## src/rtl/seg_pkg.sv

```systemverilog
// seg_pkg: shared types, constants and helpers for the seven-segment scan
// controller.
//   BLANK_CODE   - nibble sent to the external decoder for a dark digit
//   scan_state_t - scanner FSM states
//   lz_blank()   - leading-zero test for one digit of the displayed word
package seg_pkg;

    localparam logic [3:0] BLANK_CODE = 4'hF;

    typedef enum logic [1:0] {
        IDLE,
        SCAN,
        GUARD
    } scan_state_t;

    // True when digit i is above digit 0 and it and every digit above it are
    // zero. The word is zero-extended to 8 digits, so the extra upper nibbles
    // never stop a suppression.
    function automatic logic lz_blank(input logic [31:0] act, input int i);
        logic zero;
        zero = 1'b1;
        for (int k = 0; k < 8; k++) begin
            if (k >= i && act[k*4 +: 4] != 4'h0) zero = 1'b0;
        end
        return (i > 0) && zero;
    endfunction

endpackage

```

## src/rtl/scan_tick_gen.sv

```systemverilog
// scan_tick_gen: slot counter for the digit scanner. It counts
// 0..REFRESH_DIV-1 and then wraps.
//   clk, rst    - clock and synchronous active-high reset
//   clr         - hold the counter at 0 (scanner parked)
//   slot_end    - counter is at REFRESH_DIV-1, the last cycle of a slot
//   guard       - counter is inside the guard tail of the slot
//   guard_enter - the next count is the first guard cycle of the slot
module scan_tick_gen #(
    parameter int REFRESH_DIV = 50000,
    parameter int GUARD_CYC   = 2
) (
    input  logic clk,
    input  logic rst,
    input  logic clr,
    output logic slot_end,
    output logic guard,
    output logic guard_enter
);

    localparam int CW       = $clog2(REFRESH_DIV);
    localparam int SCAN_LEN = REFRESH_DIV - GUARD_CYC;

    logic [CW-1:0] cnt;

    // The compares are done in int. With GUARD_CYC=0, SCAN_LEN equals
    // REFRESH_DIV, and that value may not fit in CW bits.
    assign slot_end    = (cnt == CW'(REFRESH_DIV - 1));
    assign guard       = (GUARD_CYC > 0) && (int'(cnt) >= SCAN_LEN);
    assign guard_enter = (GUARD_CYC > 0) && (int'(cnt) == SCAN_LEN - 1);

    always_ff @(posedge clk) begin
        if (rst || clr)    cnt <= '0;
        else if (slot_end) cnt <= '0;
        else               cnt <= cnt + CW'(1);
    end

endmodule

```

## src/rtl/seg_scan_ctrl.sv

```systemverilog
// seg_scan_ctrl: multiplexed scan controller. It time-shares one BCD
// seven-segment decoder across DIGITS common-enable digits.
//   clk, rst   - clock and synchronous active-high reset
//   en         - scan enable; when low the display is dark and the scanner parks
//   load       - capture data_in into the shadow word
//   data_in    - packed BCD, nibble i is digit i
//   blank_mask - per-digit force-dark, sampled every cycle
//   lz_en      - leading-zero suppression, sampled every cycle
//   digit_out  - nibble for the decoder, BLANK_CODE when dark
//   sel        - active-low one-hot digit enable, all ones when dark
//   frame_tick - one-cycle pulse on the first cycle of each frame
// All outputs are registered. They are computed from the next-state values,
// so they change on the same edge as the state they describe.
module seg_scan_ctrl
    import seg_pkg::*;
#(
    parameter int DIGITS      = 4,
    parameter int REFRESH_DIV = 50000,
    parameter int GUARD_CYC   = 2
) (
    input  logic                  clk,
    input  logic                  rst,
    input  logic                  en,
    input  logic                  load,
    input  logic [4*DIGITS-1:0]   data_in,
    input  logic [DIGITS-1:0]     blank_mask,
    input  logic                  lz_en,
    output logic [3:0]            digit_out,
    output logic [DIGITS-1:0]     sel,
    output logic                  frame_tick
);

    localparam int IW = $clog2(DIGITS);

    scan_state_t         state, state_n;
    logic [IW-1:0]       idx, idx_n;
    logic [4*DIGITS-1:0] shadow, active, active_n;
    logic                tick_n;
    logic                slot_end, guard, guard_enter, clr;
    logic [3:0]          nib_eff;

    // The counter runs only while the scanner is active. It is held at 0 in
    // IDLE, so the first slot after entry starts from cnt=0.
    assign clr = !en || (state == IDLE);

    scan_tick_gen #(
        .REFRESH_DIV (REFRESH_DIV),
        .GUARD_CYC   (GUARD_CYC)
    ) u_tick (
        .clk         (clk),
        .rst         (rst),
        .clr         (clr),
        .slot_end    (slot_end),
        .guard       (guard),
        .guard_enter (guard_enter)
    );

    // Next-state logic. At a frame boundary (scan entry or a wrap from the
    // last digit), the shadow word is latched into active. A load on that
    // same edge bypasses the shadow.
    always_comb begin
        state_n  = state;
        idx_n    = idx;
        active_n = active;
        tick_n   = 1'b0;
        if (!en) begin
            state_n = IDLE;
            idx_n   = '0;
        end else if (state == IDLE) begin
            state_n  = SCAN;
            idx_n    = '0;
            active_n = load ? data_in : shadow;
            tick_n   = 1'b1;
        end else if (slot_end) begin
            state_n = SCAN;
            if (idx == IW'(DIGITS - 1)) begin
                idx_n    = '0;
                active_n = load ? data_in : shadow;
                tick_n   = 1'b1;
            end else begin
                idx_n = idx + IW'(1);
            end
        end else if (guard || guard_enter) begin
            state_n = GUARD;
        end else begin
            state_n = SCAN;
        end
    end

    // Effective nibble of the digit that is lit next. It uses the live blank
    // controls and the word that will be active after this edge.
    always_comb begin
        nib_eff = active_n[int'(idx_n)*4 +: 4];
        if (blank_mask[idx_n] || (lz_en && lz_blank(32'(active_n), int'(idx_n))))
            nib_eff = BLANK_CODE;
    end

    always_ff @(posedge clk) begin
        if (rst) begin
            state      <= IDLE;
            idx        <= '0;
            shadow     <= '0;
            active     <= '0;
            sel        <= '1;
            digit_out  <= BLANK_CODE;
            frame_tick <= 1'b0;
        end else begin
            state      <= state_n;
            idx        <= idx_n;
            active     <= active_n;
            frame_tick <= tick_n;
            if (load) shadow <= data_in;
            if (state_n == SCAN) begin
                sel       <= ~(DIGITS'(1) << idx_n);
                digit_out <= nib_eff;
            end else begin
                sel       <= '1;
                digit_out <= BLANK_CODE;
            end
        end
    end

endmodule
```

## config.mk

```make
export PLATFORM = sky130hd
export DESIGN_NAME = seg_scan_ctrl
export DESIGN_NICKNAME = d
export VERILOG_FILES = /design/src/rtl/seg_pkg.sv /design/src/rtl/scan_tick_gen.sv /design/src/rtl/seg_scan_ctrl.sv
export SDC_FILE = /design/constraint.sdc
export NUM_CORES = 1
export LEC_CHECK = 0
export CAP_MARGIN = 20
export CORE_ASPECT_RATIO = 1.25
export CORE_MARGIN = 1
export CORE_UTILIZATION = 30
export DETAILED_ROUTE_END_ITERATION = 16
export PLACE_DENSITY_LB_ADDON = 0.1
export SLEW_MARGIN = 20
export SYNTH_ARGS = -nofsm -noshare
export SYNTH_HDL_FRONTEND = slang
export SYNTH_SLANG_ARGS = --single-unit
```

## constraint.sdc

```tcl
create_clock -name clk -period 5.75 [get_ports clk]
set_input_delay 1.15 -clock clk [delete_from_list [all_inputs] [get_ports clk]]
set_output_delay 1.15 -clock clk [all_outputs]
set_load 0.01 [all_outputs]
```

==> flow_metrics.py <==
metrics = {
    "flow_run": {
        "cap_violations": 0,
    },
    "cells_and_area": {
        "antenna_cells": 0,
        "drive_gt1_frac": 0.0760,
        "nets": 366,
        "stdcell_area_sq_mm": 0.00337,
        "areaGrowthSynthToFinish_pct": 21.4,
    },
    "setup_path": {
        "critical_path_class": "in2reg",
        "cp_data_required_time_ps": 6020,
        "r2r_end": "digit_out[2]",
        "timing.rr.start": "u_tick.cnt[0]",
        "endpoint_kind": "register",
        "critPathMaxFanout": 12,
        "arrival_ps": 3690,
        "rrSetupSlack_ps": 2690,
        "reg2regPathDepth": 7,
        "worst_setup_path_start_kind": "input pin",
    },
    "cts": {
        "cts_post_setup_buffers_inserted": 0,
        "cts.clk_slew.worst_paths_ps": 70,
        "ctsHoldBuffers": 0,
        "clkLatencyLatePin_ps": 340,
        "cts.sinks": 61,
        "cts_tree": "done",
        "htree_levels": 3,
        "cts-root-buf": "clkbuf_8",
        "cts_buffers": 9,
        "cts_buffer_depth": 2,
        "cts_resized": 0,
    },
    "floorplan": {
        "ioPinCount": 34,
        "die-area_sq_mm": 0.00965,
        "rows": 38,
        "die_h_um": 110,
        "core_sq_mm": 0.00884,
        "die_x_um": 88.0,
        "start_util": 0.314,
    },
    "yosys": {
        "synth_cell_types": 40,
        "synthTopCellsByCount": "dfxtp_1 (61), nor2_1 (50), a211oi_1 (29)",
        "syn_inst": 306,
        "synth-edff-count": 0,
        "post-synth-top-count-cell": "dfxtp_1",
        "syn-num-nets": 335,
        "yosysSeqAreaShare": 0.440,
        "ys_async_sr_fraction": 0,
        "synth.avg_cell_area_sq_um": 9.07,
        "ys.flop_type": "dfxtp_1",
        "ys_warn_count": 0,
        "synth_area_leader_cell": "dfxtp_1",
        "synth_seq_cells": 61,
        "netlist_area_sq_mm": 0.00278,
        "ys_top_cells_by_area": "dfxtp_1 (44%), a211oi_1 (7.8%), mux2i_1 (6.8%)",
        "synth_top_area_share": 0.440,
    },
    "route": {
        "dr.pass1.iters": 4,
        "drt_iter0_drc": 63,
        "drtAntennaViolNets": 0,
        "drc": 0,
        "via_per_inst": 4.91,
        "vias": 2270,
        "wirelength_um": 6670,
        "drt-wirelength-per-cell_um": 14.4,
    },
    "sta": {
        "max-slew-margin-rel": 0.342,
        "fin_skew_ps": 7.75,
        "period_share": 0.595,
        "fin_ws_ps": 2330,
        "max_freq_mhz": 292,
        "finalCriticalPeriod_ps": 3420,
        "final-setup-viol-count": 0,
        "rsz0062_at_grt": "false",
        "slew_viol_final": 0,
        "tightest_slew_ps": 987,
        "fin_setup_tns_ps": 0,
        "hold_viol_final": 0,
    },
    "worst_hold_path": {
        "holdPathEnd": "shadow[3]",
        "hold_path_depth": 2,
        "worstHoldStart": "shadow[3]",
        "hp-class": "reg2reg",
    },
    "pwr": {
        "clkPwrFrac": 0.390,
        "share_comb_of_total_power": 0.104,
        "p_leak_nw": 1.26,
        "pwr-share-seq": 0.506,
        "p_sw_mw": 0.225,
        "ir_worst_vdd_mv": 0.113,
        "p_int_mw": 0.661,
        "switching_share": 0.254,
        "power_density_mw_per_mm2": 263,
    },
    "placed_design": {
        "placed_area_sq_mm": 0.00319,
        "post-place-ws_ps": 1980,
        "dpl.hpwl_um": 4920,
        "io_buffers": 33,
        "globalplace.congestion": 0.807,
    },
    "global_route": {
        "grt_usage": 0.152,
        "gr-total-overflow": 0,
        "antenna_found_initial": 0,
        "grt_pass1_vias": 2287,
        "grt_max_degree": 34,
        "grt_first_pass_wirelength_um": 11000,
    },
    "run_status": {
        "status": "complete, no violations",
    },
}
## per-layer routing
layer / wire length, um / global-route usage
met1: 2860 / 0.166
met2: 3440 / 0.275
met3: 180 / 0.0300
met4: 196 / 0.0841
met5: 0 / 0
## critical path: stages
cell	delay, ps
clkdlybuf4s50_1	570
o21a_1	290
nand2_1	130
mux2i_1	710
o21ai_0	160
or4_4	570
o211ai_1	100
## registers in the layout (all words and copies together) (netlist names)
name and count:
u_tick.cnt 16, active 16, shadow 16, state 2, idx 2, frame_tick 1
digit_out 4, sel 4
## through the flow
stage / util / hold WS, ps / std cells / power [mW]
global route: 0.381 / 536 / 462 / 0.924
detailed placement: 0.361 / 486 / 446 / 0.552
CTS: 0.381 / 501 / 462 / 0.900
floorplan: - / 450 / 306 / 0.512
finish: 0.381 / 496 / 462 / 0.886
global placement: 0.361 / 472 / 446 / 0.552
## cell families after synthesis
logic type | count (synthesis) | share of synthesized area
compound gates | 61 | 0.161
flops | 61 | 0.440
xor+xnor | 14 | 0.0442
fa+ha+maj | 4 | 0.0180
mux | 21 | 0.0766
buf+inv | 22 | 0.0392
simple gates | 123 | 0.221
## worst max-delay path by stage
stage	to	slack, ps	startpoint	depth (start not counted)
after floorplan	digit_out[0]	3120	load	7
after global placement	digit_out[3]	2050	load	8
after detailed placement	digit_out[1]	1980	en	7
after CTS	digit_out[2]	2340	en	7
after global routing	digit_out[0]	2160	en	7
final	digit_out[2]	2330	en	7
## final cells by class
type / count / area, sq um
sequential: 61 / 1220
clock buffer: 12 / 155
clock inverter: 4 / 22.5
multi-input combinational: 223 / 1450
timing repair buffer: 36 / 353
inverter: 6 / 22.5
tap: 120 / 150
fill: 923 / 5470
## layout by cell type, fill, tap and decap left out, drive strengths merged, types with 4 or more instances in the layout
cell type      instances
a211oi                29
a21oi                 11
and2                   7
and3                   8
and4                   6
clkbuf                12
clkdlybuf4s50         33
dfxtp                 61
ha                     4
inv                    6
mux2i                 19
nand2                 22
nand3                  5
nand4                  4
nor2                  50
nor3                   8
nor4                   7
o211ai                 6
xnor2                  7
xor2                   7
## power by group through the flow
| stage | Clock [mW] | Combinational [mW] | Sequential, mW |
|---|---|---|---|
| after detailed placement | 0 | 0.0934 | 0.458 |
| after floorplan | 0 | 0.0555 | 0.456 |
| after CTS | 0.358 | 0.0938 | 0.449 |
| final | 0.346 | 0.0921 | 0.449 |
| after global routing | 0.371 | 0.103 | 0.450 |
| after global placement | 0 | 0.0932 | 0.458 |
(Power assumes the default switching activity.)
